--- config.mk ---
export PLATFORM = sky130hd
export DESIGN_NAME = bcd_seg_mux
export DESIGN_NICKNAME = d
export VERILOG_FILES = /design/src/rtl/bcd_seg_mux.sv
export SDC_FILE = /design/constraint.sdc
export NUM_CORES = 1
export LEC_CHECK = 0
export BUFFER_PORTS_ARGS = -buffer_cell sky130_fd_sc_hd__clkbuf_2
export CORE_ASPECT_RATIO = 1.2
export CORE_MARGIN = 8
export CORE_UTILIZATION = 30
export DETAILED_ROUTE_END_ITERATION = 12
export PLACE_DENSITY_LB_ADDON = 0.2
export REMOVE_ABC_BUFFERS = 1
export SLEW_MARGIN = 10
export SYNTH_ARGS = -nofsm -noshare
export SYNTH_HDL_FRONTEND = slang
export SYNTH_SLANG_ARGS = --single-unit
--- constraint.sdc ---
create_clock -name clk -period 1.85 [get_ports clk]
set_clock_uncertainty 0.05 [all_clocks]
set_input_delay 0.0925 -clock clk [delete_from_list [all_inputs] [get_ports clk]]
set_output_delay 0.0925 -clock clk [all_outputs]
set_load 0.03 [all_outputs]
--- src/rtl/bcd_seg_mux.sv ---
// Two-digit multiplexed 7-segment driver with per-frame digit snapshot,
// dead-gap ghost suppression, optional leading-zero blanking and output polarity control.
module bcd_seg_mux #(
  parameter int REFRESH_DIV    = 50000,
  parameter int DEAD_CYCLES    = 16,
  parameter int BLANK_LEADING  = 1,
  parameter int SEG_ACTIVE_LOW = 1,
  parameter int AN_ACTIVE_LOW  = 1
) (
  input  logic       clk,
  input  logic       rst,
  input  logic       en,
  input  logic [3:0] digit1,
  input  logic [3:0] digit0,
  output logic [6:0] seg,
  output logic [1:0] an,
  output logic       frame_tick
);

  localparam int CNT_MAX = (REFRESH_DIV > DEAD_CYCLES) ? REFRESH_DIV : DEAD_CYCLES;
  localparam int CNT_W   = $clog2(CNT_MAX + 1);
  localparam bit HAS_DEAD = (DEAD_CYCLES > 0);
  localparam logic [CNT_W-1:0] SHOW_LAST = CNT_W'(REFRESH_DIV - 1);
  localparam logic [CNT_W-1:0] DEAD_LAST = CNT_W'((DEAD_CYCLES > 0) ? DEAD_CYCLES - 1 : 0);

  typedef enum logic [1:0] {SHOW0, DEAD0, SHOW1, DEAD1} state_t;

  state_t           state, state_nxt;
  logic [CNT_W-1:0] cnt;
  logic [3:0]       snap1, snap0;
  logic             slot_done;
  logic             load_snap;
  logic [6:0]       seg_act;
  logic [1:0]       an_act;

  function automatic logic [6:0] dec7(input logic [3:0] d);
    case (d)
      4'd0:    dec7 = 7'h3F;
      4'd1:    dec7 = 7'h06;
      4'd2:    dec7 = 7'h5B;
      4'd3:    dec7 = 7'h4F;
      4'd4:    dec7 = 7'h66;
      4'd5:    dec7 = 7'h6D;
      4'd6:    dec7 = 7'h7D;
      4'd7:    dec7 = 7'h07;
      4'd8:    dec7 = 7'h7F;
      4'd9:    dec7 = 7'h6F;
      default: dec7 = 7'h40;
    endcase
  endfunction

  always_comb begin
    state_nxt = state;
    case (state)
      SHOW0: if (cnt == SHOW_LAST) state_nxt = HAS_DEAD ? DEAD0 : SHOW1;
      DEAD0: if (cnt == DEAD_LAST) state_nxt = SHOW1;
      SHOW1: if (cnt == SHOW_LAST) state_nxt = HAS_DEAD ? DEAD1 : SHOW0;
      DEAD1: if (cnt == DEAD_LAST) state_nxt = SHOW0;
      default: state_nxt = SHOW0;
    endcase
    slot_done = (state_nxt != state);
    load_snap = slot_done && (state_nxt == SHOW0);
  end

  // Outputs depend only on registered state and en, never on the live digit inputs
  always_comb begin
    seg_act = 7'h00;
    an_act  = 2'b00;
    if (en) begin
      case (state)
        SHOW0: begin
          an_act  = 2'b01;
          seg_act = dec7(snap0);
        end
        SHOW1: begin
          if (!((BLANK_LEADING != 0) && (snap1 == 4'd0))) begin
            an_act  = 2'b10;
            seg_act = dec7(snap1);
          end
        end
        default: begin
          an_act  = 2'b00;
          seg_act = 7'h00;
        end
      endcase
    end
    seg = (SEG_ACTIVE_LOW != 0) ? ~seg_act : seg_act;
    an  = (AN_ACTIVE_LOW != 0) ? ~an_act : an_act;
  end

  always_ff @(posedge clk or negedge rst) begin
    if (!rst) begin
      state      <= SHOW0;
      cnt        <= '0;
      snap1      <= 4'd0;
      snap0      <= 4'd0;
      frame_tick <= 1'b0;
    end else begin
      state      <= state_nxt;
      cnt        <= slot_done ? '0 : cnt + 1'b1;
      frame_tick <= load_snap;
      if (load_snap) begin
        snap1 <= digit1;
        snap0 <= digit0;
      end
    end
  end

endmodule

; ---- Word-level counts from Yosys, hierarchy flattened
; Memories as Yosys holds them, arrays and structs flattened.
; Index checks and enable logic that the tools add are counted.
[totals]
output_inout_bits = 10
ff_bits = 27
mem_count = 2
inputBits = 11
wordCells = 32
rom_bits = 224
[memory_table]
columns = memory, words, width, rd, rd_ports_with_merged_regs, wr, line_no
row1 = (name not given), 16, 7, 1, 0, 0, 37  ; case (d)
row2 = (name not given), 16, 7, 1, 0, 0, 37
[classes]
n_reduce_logical = 4
muxes = 12
bitwise_logic = 2
eq_ne = 6
add_sub_neg = 1
[op_table]
columns = op, count
row1 = adder 16 x 1 -> 16 bit (second input constant), 1
row2 = equality test 16 bit (second input constant), 1
row3 = equality test 16 x 4 -> 1 bit (second input constant), 1
row4 = 2-to-1 mux 16 bit, 1
row5 = 2-to-1 mux 7 bit, 2
row6 = one-hot mux 7 bit (2 select lines), 1
row7 = 2-to-1 mux 2 bit, 6
row8 = one-hot mux 2 bit (4 select lines), 1
row9 = inverter 7 bit, 1
row10 = equality test 2 bit (second input constant), 2
row11 = zero test 2 bit, 2
row12 = zero test 4 bit, 1
row13 = one-hot mux 2 bit (2 select lines), 1
row14 = equality test 2 x 1 -> 1 bit (second input constant), 1
row15 = != test 2 bit, 1
row16 = inverter 2 bit, 1
row17 = logical AND 1 bit, 1

; ---- Logic depth before layout (Yosys ltp)
[depth]
ltp_word = 5
ltp_mapped = 6
depth_no_buf = 6

; ---- Least setup slack after synthesis
; OpenSTA, ideal clock, no wires.
[synth_timing]
kind = register to output
from = reg snap1[1]
to = out seg[1]
t_arrival_ns = 1.854
t_required_ns = 1.707
slack_ns = -0.146
n_path_buf = 0
stages_incl_launch_ff = 7
cell_sequence = dfrtp_1 > inv_1 > ha_1 > nand2b_1 > a21boi_0 > a211oi_1 > o21ai_0
[synth_between]
elab_chain_len = 5
word_cells_on_any_way = 6
classes_between = mux: 3 / bitwise: 1 / reduce/logical: 1 / memory: 1
[synth_lines]
columns = element, line_no
row1 = start: declaration, 30  ; logic [3:0] snap1, snap0;
row2 = start signal: assignment, 103  ; snap1 <= digit1;
row3 = memory read (16 x 7 bit) or zero test 4 bit (tied branches), --
row4 = 2-to-1 mux 7 bit (*), 76  ; if (!((BLANK_LEADING != 0) && (snap1 == 4'd0))) begin
row5 = one-hot mux 7 bit (2 select lines) (*), 70  ; case (state)
row6 = 2-to-1 mux 7 bit (*), 69  ; if (en) begin
row7 = inverter 7 bit (*), 87  ; seg = (SEG_ACTIVE_LOW != 0) ? ~seg_act : seg_act;
row8 = end: declaration, 15  ; output logic [6:0] seg,
; Every way passes the cells marked *; elsewhere a longest branch is shown, timed or not.

; ---- Final worst setup path
[layout_timing]
from = reg snap1[1]
to = out seg[0]
; Same word-level chain as after synthesis.

==> impl_metrics.env <==
export IMPL_vias=1325
export IMPL_max_freq_mhz=531
export IMPL_final_fill_count=514
export IMPL_arrival_ns=1.74
export IMPL_multiInputGateArea_um2=977
export IMPL_synth_area_mm2=0.00164
export IMPL_path_class="reg2out"
export IMPL_grt_pass1_vias=1395
export IMPL_htreeDepth=1
export IMPL_p_seq_share_pct=59.8
export IMPL_avgRoutedWirePerCell_um=13.4
export IMPL_worst_slack_ns=-0.0347
export IMPL_synth_top_area_cell="dfrtp_1"
export IMPL_synthArstFlopShare_pct=100
export IMPL_max_cap_violations=0
export IMPL_powerDensity_mw_per_mm2=449
export IMPL_worstMarginPinSlew_ns=0.666
export IMPL_synth_edf_count=0
export IMPL_drt_initial_drc_count=33
export IMPL_endpoint_kind="primary output"
export IMPL_dp_hpwl_mm=2.76
export IMPL_min_period_ns=1.88
export IMPL_antenna_cells=0
export IMPL_synthDominantCellAreaShare_pct=41.3
export IMPL_seq_area_um2=677
export IMPL_yosysMostFrequentCell="dfrtp_1"
export IMPL_p_switching_uw=216
export IMPL_finalHoldViolations=0
export IMPL_status="finished, violations left"
export IMPL_setup_tns_ns=-0.0655
export IMPL_critical_path_max_fanout=4
export IMPL_nets=240
export IMPL_ir_worst_vdd_uv=240
export IMPL_finalWirelength_mm=3.72
export IMPL_io_pins=21
export IMPL_syn2layout_area_growth_pct=34.3
export IMPL_hp_class="in2reg"
export IMPL_grt_pass1_wl_mm=6.24
export IMPL_ys_types=33
export IMPL_gp_congestion=0.815
export IMPL_final_layout_size_suffix_gt1_share_pct=34.3
export IMPL_crit_family="flip-flops"
export IMPL_grt_max_degree=28
export IMPL_min_period_over_period_pct=102
export IMPL_syn_inst=168
export IMPL_die_h_um=96.9
export IMPL_yosysWarnings=0
export IMPL_ys_seq_area_share_pct=41.3
export IMPL_clkTransAtPathRegs_ns=0.09
export IMPL_cts_sinks=27
export IMPL_rsz0062_at_grt="yes"
export IMPL_ys_flop_type="dfrtp_1"
export IMPL_startpoint_type="flop"
export IMPL_portBuffers=20
export IMPL_final_max_slew_viol_count=0
export IMPL_cts_buffers=3
export IMPL_drtAntennaViolNets=0
export IMPL_overflow=0
export IMPL_p_sw_share_pct=21.9
export IMPL_initial_utilization_pct=31.1
export IMPL_violations="setup timing"
export IMPL_netlist_top_cells_area="dfrtp_1 41%, ha_1 9.2%, mux2_2 5.5%"
export IMPL_cp_cell_sequence="inv_2 -> buf_6 -> ha_4 -> mux2i_1 -> nor2_1 -> o32ai_2 -> nand2_1 -> buf_8"
export IMPL_cts_tree="yes"
export IMPL_rows=29
export IMPL_dr_pass1_iters=3
export IMPL_viasPerCell=4.77
export IMPL_fp_coreArea_mm2=0.00526
export IMPL_cp_slowest_stage_delay_ns=0.42
export IMPL_combPwrFrac_pct=7.1
export IMPL_ys_ff_latch=27
export IMPL_internal_power_uw=769
export IMPL_avgSynthCellArea_um2=9.73
export IMPL_post_route_util_pct=41.7
export IMPL_cp_slowest_cell="dfrtp_1"
export IMPL_clk_path_buf_depth=2
export IMPL_slew_headroom_pct=55.6
export IMPL_power_uw=986
export IMPL_die_x_um=83.4
export IMPL_clock_power_share_pct=33.1
export IMPL_setup_viol=3
export IMPL_die_area_mm2=0.00808
export IMPL_drcViolationCount=0
export IMPL_worst_path_buf_inv=3
export IMPL_clock_latency_ns=0.27
export IMPL_root_buffer="clkbuf_8"
export IMPL_ff2ff_setup_slack_ns=0.10
export IMPL_antenna_found_initial=0
export IMPL_p_leak_nw=1.03
export IMPL_grt_util_all_layers_pct=8.78
export IMPL_required_ns=1.71
export IMPL_yosys_top_cells_count="27 x dfrtp_1, 17 x nor2_1, 12 x ha_1, 12 x inv_1, 9 x nand2_1"
-- kinds of logic after synthesis --
family,share of synthesized area [%]
simple gates,20.2
fa+ha+maj,9.18
compound gates,10.6
buf+inv,3.98
mux,6.73
xor+xnor,8.03
flops,41.3
-- through the flow --
| step | hold WS [ns] | std cells | worst slack, ns | area [um2] |
|---|---|---|---|---|
| after floorplan | -0.253 | 163 | -0.146 | 1620 |
| after CTS | 0.00354 | 275 | -0.0708 | 2160 |
| final | 0.0113 | 278 | -0.0347 | 2200 |
| after detailed placement | 0.121 | 266 | 0.0807 | 1950 |
| after global routing | 0.00452 | 278 | -0.154 | 2200 |
| after global placement | 0.120 | 266 | 0.105 | 1950 |
-- power groups by stage --
stage / registers, mW / logic (mW) / clock network (mW)
after detailed placement: 0.601 / 0.0540 / 0
final: 0.590 / 0.0695 / 0.327
after floorplan: 0.602 / 0.0225 / 0
after CTS: 0.590 / 0.0663 / 0.350
after global routing: 0.590 / 0.0765 / 0.370
after global placement: 0.601 / 0.0541 / 0
-- cell usage in the layout (no fill, tap or decap), types with 2 or more instances in the layout --
master / count
o311ai_1: 3
dlygate4sd3_1: 5
nand2_1: 9
a211oi_2: 3
xor2_1: 7
o32ai_2: 2
nand3_1: 8
inv_2: 2
and3_1: 2
inv_1: 10
nor2b_1: 2
nand4_1: 3
mux2_2: 8
nor4_1: 5
ha_4: 2
clkbuf_8: 4
nand2b_1: 4
o211ai_1: 3
buf_4: 26
mux2i_1: 2
a21oi_1: 5
buf_8: 2
clkbuf_2: 13
dfrtp_1: 26
xnor2_1: 8
nor3_1: 4
ha_1: 10
o21ai_0: 6
nor2_1: 16
-- final cells by class --
class / instances / share of cell area [%]
multi-input cells: 124 / 44.5
flip-flops and latches: 27 / 30.8
repair buffers: 49 / 17.0
well taps: 62 / 3.53
inverters: 12 / 2.05
clock buffers: 3 / 1.88
clock inverters: 1 / 0.228
-- flip-flops by register name, summed over array words and instances, names as in the netlist --
signal and flops:
cnt 16, state 2, snap1 4, frame_tick 1, snap0 4
-- path summary, 6_finish.rpt --
path | startpoint | end | cells after the start
setup / recovery | snap1[1]$_DFFE_PN0P_ | seg[0] | 8
hold / removal | digit1[3] | snap1[3]$_DFFE_PN0P_ | 2
setup reg to reg | cnt[0]$_DFF_PN0_ | snap1[2]$_DFFE_PN0P_ | 6
hold reg to reg | cnt[0]$_DFF_PN0_ | cnt[0]$_DFF_PN0_ | 1
max in group asynchronous | rst | snap0[2]$_DFFE_PN0P_ | 2
min in group asynchronous | rst | cnt[4]$_DFF_PN0_ | 2
-- routing by layer --
layer	part of all wire [%]	wire length, um	up-vias	GRT usage [%]
li1	-	-	688	-
met1	44	1660	623	10.5
met2	53	1980	14	16.0
met3	2.4	89	0	1.59
met4	0	0	0	1.22
met5	0	0	-	0
-- what timing repair did --
| action | in CTS | in global routing |
|---|---|---|
| hold buffers | 3 | 2 |
| endpoints found under the setup margin | 6 | 7 |
| pin swaps | 3 | 4 |
| hold endpoints to repair | 29 | 2 |
| resized for setup | 29 | 10 |
| setup buffers | 2 | 1 |
Note: power is estimated with default switching activity, not from simulation.
